**src/rtl/mem_access_stage.sv**
```systemverilog
// mem_access_stage: pipeline stage after execute. It performs at most one
// data-memory load or store per operation over a req/ack handshake, then
// emits a one-cycle writeback packet. It also owns the {V,C,N,Z} status
// register and stalls execute (in_ready low) while an operation is in flight.
module mem_access_stage #(
  parameter int DATA_W  = 32,
  parameter int TIMEOUT = 255
) (
  input  logic              clk,
  input  logic              rst_n,
  // execute-side interface
  input  logic              in_valid,
  output logic              in_ready,
  input  logic [DATA_W-1:0] in_fout,
  input  logic [DATA_W-1:0] in_store_data,
  input  logic              in_mem_read,
  input  logic              in_mem_write,
  input  logic [4:0]        in_rd,
  input  logic              in_reg_write,
  input  logic [3:0]        in_flags,
  input  logic              in_set_flags,
  // data-memory interface
  output logic              dmem_req,
  output logic              dmem_we,
  output logic [DATA_W-1:0] dmem_addr,
  output logic [DATA_W-1:0] dmem_wdata,
  input  logic              dmem_ack,
  input  logic [DATA_W-1:0] dmem_rdata,
  // writeback interface
  output logic              wb_valid,
  output logic              wb_reg_write,
  output logic [4:0]        wb_rd,
  output logic [DATA_W-1:0] wb_data,
  // status
  output logic [3:0]        status_flags,
  output logic              mem_error
);

  // The wait counter is 8 bits wide; TIMEOUT is limited to 1..255.
  localparam logic [7:0] TIMEOUT_CNT = 8'(TIMEOUT);

  typedef enum logic [1:0] {
    IDLE   = 2'd0,
    ACCESS = 2'd1,
    WB     = 2'd2
  } state_t;

  state_t state_reg, state_next;
  logic [7:0] cnt_reg, cnt_next;

  // request registers, held stable for the whole ACCESS phase
  logic              req_we_reg;
  logic [DATA_W-1:0] req_addr_reg;
  logic [DATA_W-1:0] req_wdata_reg;
  logic [4:0]        pend_rd_reg;

  // writeback registers, only updated on the edge that enters WB
  logic              wb_valid_reg;
  logic              wb_we_reg;
  logic [4:0]        wb_rd_reg;
  logic [DATA_W-1:0] wb_data_reg;
  logic              mem_error_reg;
  logic [3:0]        flags_reg;

  // decoded controls
  logic              accept;
  logic              is_mem;
  logic              bad_op;
  logic              start_access;
  logic              enter_wb;
  logic              wb_err_next;
  logic              wb_we_next;
  logic [4:0]        wb_rd_next;
  logic [DATA_W-1:0] wb_data_next;

  assign accept = in_valid && (state_reg == IDLE);
  assign is_mem = in_mem_read || in_mem_write;
  // read+write together, or a non-word-aligned address, is never sent to memory
  assign bad_op = (in_mem_read && in_mem_write) || (in_fout[1:0] != 2'b00);

  // Next-state logic and the values to load into the writeback registers.
  always_comb begin
    state_next   = state_reg;
    cnt_next     = cnt_reg;
    start_access = 1'b0;
    enter_wb     = 1'b0;
    wb_err_next  = 1'b0;
    wb_we_next   = 1'b0;
    wb_rd_next   = pend_rd_reg;
    wb_data_next = req_addr_reg;
    case (state_reg)
      IDLE: begin
        if (in_valid) begin
          if (is_mem && !bad_op) begin
            state_next   = ACCESS;
            start_access = 1'b1;
            cnt_next     = 8'd0;
          end else begin
            // ALU result, or a rejected memory op that goes straight to WB
            state_next   = WB;
            enter_wb     = 1'b1;
            wb_err_next  = is_mem;
            wb_we_next   = !is_mem && in_reg_write && (in_rd != 5'd0);
            wb_rd_next   = in_rd;
            wb_data_next = in_fout;
          end
        end
      end
      ACCESS: begin
        if (dmem_ack) begin
          // an ack in the final allowed cycle still wins over the timeout
          state_next   = WB;
          enter_wb     = 1'b1;
          cnt_next     = 8'd0;
          wb_we_next   = !req_we_reg && (pend_rd_reg != 5'd0);
          wb_data_next = req_we_reg ? req_addr_reg : dmem_rdata;
        end else if (cnt_reg + 8'd1 == TIMEOUT_CNT) begin
          state_next   = WB;
          enter_wb     = 1'b1;
          cnt_next     = 8'd0;
          wb_err_next  = 1'b1;
          wb_we_next   = 1'b0;
        end else begin
          cnt_next = cnt_reg + 8'd1;
        end
      end
      WB: begin
        state_next = IDLE;
      end
      default: begin
        state_next = IDLE;
      end
    endcase
  end

  // State register and ack-wait counter.
  always_ff @(posedge clk or negedge rst_n) begin
    if (!rst_n) begin
      state_reg <= IDLE;
      cnt_reg   <= 8'd0;
    end else begin
      state_reg <= state_next;
      cnt_reg   <= cnt_next;
    end
  end

  // Capture the memory request when a legal memory op is accepted.
  always_ff @(posedge clk or negedge rst_n) begin
    if (!rst_n) begin
      req_we_reg    <= 1'b0;
      req_addr_reg  <= '0;
      req_wdata_reg <= '0;
      pend_rd_reg   <= 5'd0;
    end else if (start_access) begin
      req_we_reg    <= in_mem_write;
      req_addr_reg  <= in_fout;
      req_wdata_reg <= in_store_data;
      pend_rd_reg   <= in_rd;
    end
  end

  // Writeback packet: pulse valid/error for one cycle, hold the payload otherwise.
  always_ff @(posedge clk or negedge rst_n) begin
    if (!rst_n) begin
      wb_valid_reg  <= 1'b0;
      mem_error_reg <= 1'b0;
      wb_we_reg     <= 1'b0;
      wb_rd_reg     <= 5'd0;
      wb_data_reg   <= '0;
    end else begin
      wb_valid_reg  <= enter_wb;
      mem_error_reg <= enter_wb && wb_err_next;
      if (enter_wb) begin
        wb_we_reg   <= wb_we_next;
        wb_rd_reg   <= wb_rd_next;
        wb_data_reg <= wb_data_next;
      end
    end
  end

  // Status register follows execute's flags on accept, regardless of the memory outcome.
  always_ff @(posedge clk or negedge rst_n) begin
    if (!rst_n) begin
      flags_reg <= 4'd0;
    end else if (accept && in_set_flags) begin
      flags_reg <= in_flags;
    end
  end

  assign in_ready     = (state_reg == IDLE);
  assign dmem_req     = (state_reg == ACCESS);
  assign dmem_we      = req_we_reg;
  assign dmem_addr    = req_addr_reg;
  assign dmem_wdata   = req_wdata_reg;
  assign wb_valid     = wb_valid_reg;
  assign wb_reg_write = wb_we_reg;
  assign wb_rd        = wb_rd_reg;
  assign wb_data      = wb_data_reg;
  assign mem_error    = mem_error_reg;
  assign status_flags = flags_reg;

endmodule

```
**config.mk**
```make
export PLATFORM = sky130hd
export DESIGN_NAME = mem_access_stage
export DESIGN_NICKNAME = d
export VERILOG_FILES = /design/src/rtl/mem_access_stage.sv
export SDC_FILE = /design/constraint.sdc
export NUM_CORES = 1
export LEC_CHECK = 0
export CAP_MARGIN = 15
export CORE_ASPECT_RATIO = 1.2
export CORE_MARGIN = 3
export CORE_UTILIZATION = 38
export DETAILED_ROUTE_END_ITERATION = 6
export GPL_TIMING_DRIVEN = 0
export PLACE_DENSITY = 0.8
export REMOVE_ABC_BUFFERS = 1
export SKIP_CTS_REPAIR_TIMING = 1
export SYNTH_ARGS = -nofsm -noshare
export SYNTH_HDL_FRONTEND = slang
export SYNTH_SLANG_ARGS = --single-unit
```
**constraint.sdc**
```tcl
create_clock -name clk -period 3.1 [get_ports clk]
set_clock_uncertainty 0.05 [all_clocks]
set_input_delay 0.93 -clock clk [delete_from_list [all_inputs] [get_ports clk]]
set_output_delay 0.93 -clock clk [all_outputs]
set_load 0.01 [all_outputs]
```
# Word level (Yosys, flattened, before mapping)
# Index checks and enable logic that the tools add are counted.
# word_totals
regBits	124
output_inout_bits	111
elab_cells	72
# classes
n_addsub	1
eq_ne	5
mux	34
n_reduce_logical	20
# ops
cell	n
$mux 32	4
$pmux 32 s2	1
$mux 8	4
$pmux 8 s2	1
$mux 5	3
$mux 1	13
$reduce_bool 5->1	2
$add 8x1->8 const B	1
$eq 8x8->1 const B	1
$logic_and 1x1->1	8
$mux 2	4
$pmux 1 s2	3
$pmux 2 s2	1
$reduce_bool 2->1	2
$logic_not 1->1	3
$ne 3x1->1 const B	1
$reduce_and 3->1	1
$eq 2x1->1 const B	1
$logic_not 2->1	1
$logic_or 1x1->1	2
$ne 2x1->1 const B	1
$ne 2x2->1 const B	1
$reduce_and 2->1	1

# Depth between registers and ports, before layout
# logic_depth
ltp_word	8
depth_mapped	10

# Worst setup path before layout
# No wires, ideal clock.
# synth_path
path_type	input to register
start	input in_valid
end	register wb_data_reg[10], in the netlist wb_data[10]
setup_ps	125
arrival_ps	2321
t_required_ps	2925
setup_slack_ps	604
stages	7
cell_sequence	nor3b_4 o31a_1 buf_6 o2bb2ai_1 nor2_2 buf_6 mux2_2
# synth_via
elab_chain_cells	2
elab_cells_between_ends	4
# synth_rtl
item	line_no	source
from (decl)	12	input logic in_valid,
$mux 32 or $mux 1 (tied branches)	93	if (in_valid) begin
$pmux 32 s2 or $pmux 1 s2 (tied branches)	91	case (state_reg)
to (signal assigned)	176	wb_data_reg <= wb_data_next;
to (decl)	61	logic [DATA_W-1:0] wb_data_reg;
# Parallel ways exist; a longest one is shown, timed or not.
# A chain may end at the register's enable or synchronous reset.

# Worst setup path in the final report
# layout_path
start	input in_valid
end	register wb_data_reg[6], in the netlist wb_data[6]
# Same word-level chain as after synthesis.

==> flow_summary.json <==
{
  "setup_viol_count_final": 0,
  "finalMaxSlewViolations": 0,
  "gp_congestion": 0.825,
  "worstPathRequired_ps": 3340,
  "leakage_nw": 3.65,
  "ys_async_sr_fraction_pct": 100,
  "ys_ff_latch": 124,
  "overflow": 0,
  "critPathKind": "in2reg",
  "hold_class": "reg2reg",
  "drtIter0Drc": 285,
  "synthFlopType": "dfrtp_1",
  "dp_hpwl_um": 11800,
  "yosysSeqAreaShare_pct": 55.5,
  "grt_pass1_vias": 4848,
  "cap_violations": 0,
  "root_buffer": "clkbuf_16",
  "drt-vias-per-instance": 5.43,
  "setup_ws_ps": 79.6,
  "worstMarginPinSlew_ps": 719,
  "antenna_cells": 0,
  "core_region_area_um2": 14100,
  "synth_top_area_cell": "dfrtp_1",
  "layout.cells.most_common": "clkdlybuf4s50_1",
  "wire_per_inst_um": 19.8,
  "grt_first_pass_wirelength_um": 25600,
  "drc": 0,
  "die_x_um": 117,
  "whs_path_depth": 1,
  "fp.dieArea_um2": 16200,
  "hold_viol_final": 0,
  "cts_tree": "done",
  "drive_gt1_share_pct": 21.4,
  "critPathCaptureType": "flip-flop",
  "antenna_found_initial": 1,
  "holdWs_ps": 452,
  "die_y_um": 139,
  "portBuffers": 223,
  "synth_area_um2": 5590,
  "cts_made_buffers": 17,
  "synth_warnings": 0,
  "drtPass1Iterations": 5,
  "vdd_drop_max_uv": 552,
  "finish.instance_area_um2": 8610,
  "start_util_pct": 39.6,
  "grt_start_max_net_pins": 64,
  "netlist_instances": 425,
  "status": "complete, no violations",
  "cp_max_fo": 19,
  "synth_top_area_share_pct": 55.5,
  "placed_area_um2": 7970,
  "route.vias.total": 4537,
  "slew_headroom_pct": 51.9,
  "power.density_nw_per_um2": 828,
  "nets": 766,
  "dp_slack_ps": -1040,
  "track_usage_pct": 20.6,
  "path_clk_slew_ps": 50,
  "synth_edf_count": 0,
  "clock.fmax_mhz": 331,
  "cts_sinks": 124,
  "drt_wl_total_um": 16500,
  "period_share_pct": 97.4,
  "ant_nets": 0,
  "final_cell_mix": "clkdlybuf4s50_1, dfrtp_1, mux2_2",
  "fin_setup_tns_ps": 0,
  "rows": 47,
  "clockBufferDepth": 2,
  "arrival_ps": 3260,
  "min_period_ps": 3020,
  "startpoint_type": "input port",
  "r2r_cells": 7,
  "syn_area_per_cell_um2": 13.2,
  "htreeDepth": 4,
  "worstSkewPairLatency_ps": 410,
  "area_growth_pct": 54.0,
  "synthDistinctLibCells": 51,
  "synthTopCellsByArea": "dfrtp_1, mux2_2, mux2i_1, a222oi_1, nand2_1",
  "boundaryPins": 224,
  "p_total_mw": 7.13
}
-- through the flow --
| stage | utilization [%] | cells |
|---|---|---|
| floorplan | - | 401 |
| global placement | 55.5 | 795 |
| detailed placement | 56.5 | 800 |
| CTS | 60.8 | 832 |
| global route | 61.0 | 835 |
| finish | 61.0 | 835 |
-- report_power, final --
| group | internal (mW) | switching (mW) | total [mW] |
|---|---|---|---|
| Sequential | 2.19 | 0.363 | 2.56 |
| Combinational | 1.55 | 1.00 | 2.55 |
| Clock | 1.30 | 0.715 | 2.02 |
| Total | 5.05 | 2.08 | 7.13 |
-- synthesized netlist by cell type (2+ instances only) --
master     number
a21oi_1         2
nand3_1         6
a22oi_1         8
inv_1          29
nand4_1         4
and2_1          2
nor4_1          2
buf_2           4
buf_6           3
nor3_1          3
nor2b_1         3
nand2_1        30
o21ai_0         8
a222oi_1       24
a31oi_1         2
nor2_1          6
a22o_1          2
nor3b_1         2
or3_1           2
dfrtp_1       124
mux2i_1        25
clkbuf_8        5
mux2_2         90
buf_1           3
clkbuf_1        7
buf_12          2
ha_1            2
o2bb2ai_1       2
-- final timing paths --
| check | start | endpoint | slack (ps) |
|---|---|---|---|
| setup reg to reg | state_reg[1] | wb_data[6] | 600 |
| setup / recovery | in_valid | wb_data[6] | 80 |
| max in group asynchronous | rst_n | wb_data[2] | 1830 |
| hold / removal | dmem_wdata[13] | dmem_wdata[13] | 450 |
| hold reg to reg | dmem_wdata[13] | dmem_wdata[13] | 450 |
| min in group asynchronous | rst_n | dmem_addr[25] | 460 |
-- critical path, cell delays in order --
cell,delay [ps]
clkdlybuf4s50_1,480
nor3b_4,320
o31a_4,390
a211oi_1,90
o2bb2ai_1,210
nor2_4,190
buf_4,260
mux2_2,370
-- logic make-up (layout without fill, tap and decap cells) --
logic type                 Yosys count  in the layout  synth area share (%)
DFF                                124            124                  55.5
muxes                              115            115                  22.6
and+or+nand+nor                     71             71                  6.72
AOI/OAI and AO/OA                   59             59                  9.02
buffers and inverters               53            292                  5.53
adders and majority gates            2              2                 0.448
xor gates and xnor gates             1              1                 0.157
-- layer usage --
layer	wire [um]	part of all wire (%)	track usage, %	vias to the layer above
met1	6170	37	22.9	2286
met4	291	1.8	7.37	2
met3	1490	9.0	8.86	23
met5	13	0.079	0	-
li1	-	-	-	2025
met2	8570	52	34.8	201
-- layout make-up --
type,count,area (um2)
tap,171,214
clock buffer,21,460
multi-input combinational,248,2210
fill,1095,5500
clock inverter,11,143
sequential,124,3100
timing repair buffer,231,2370
inverter,29,109
(Power assumes the default switching activity.)
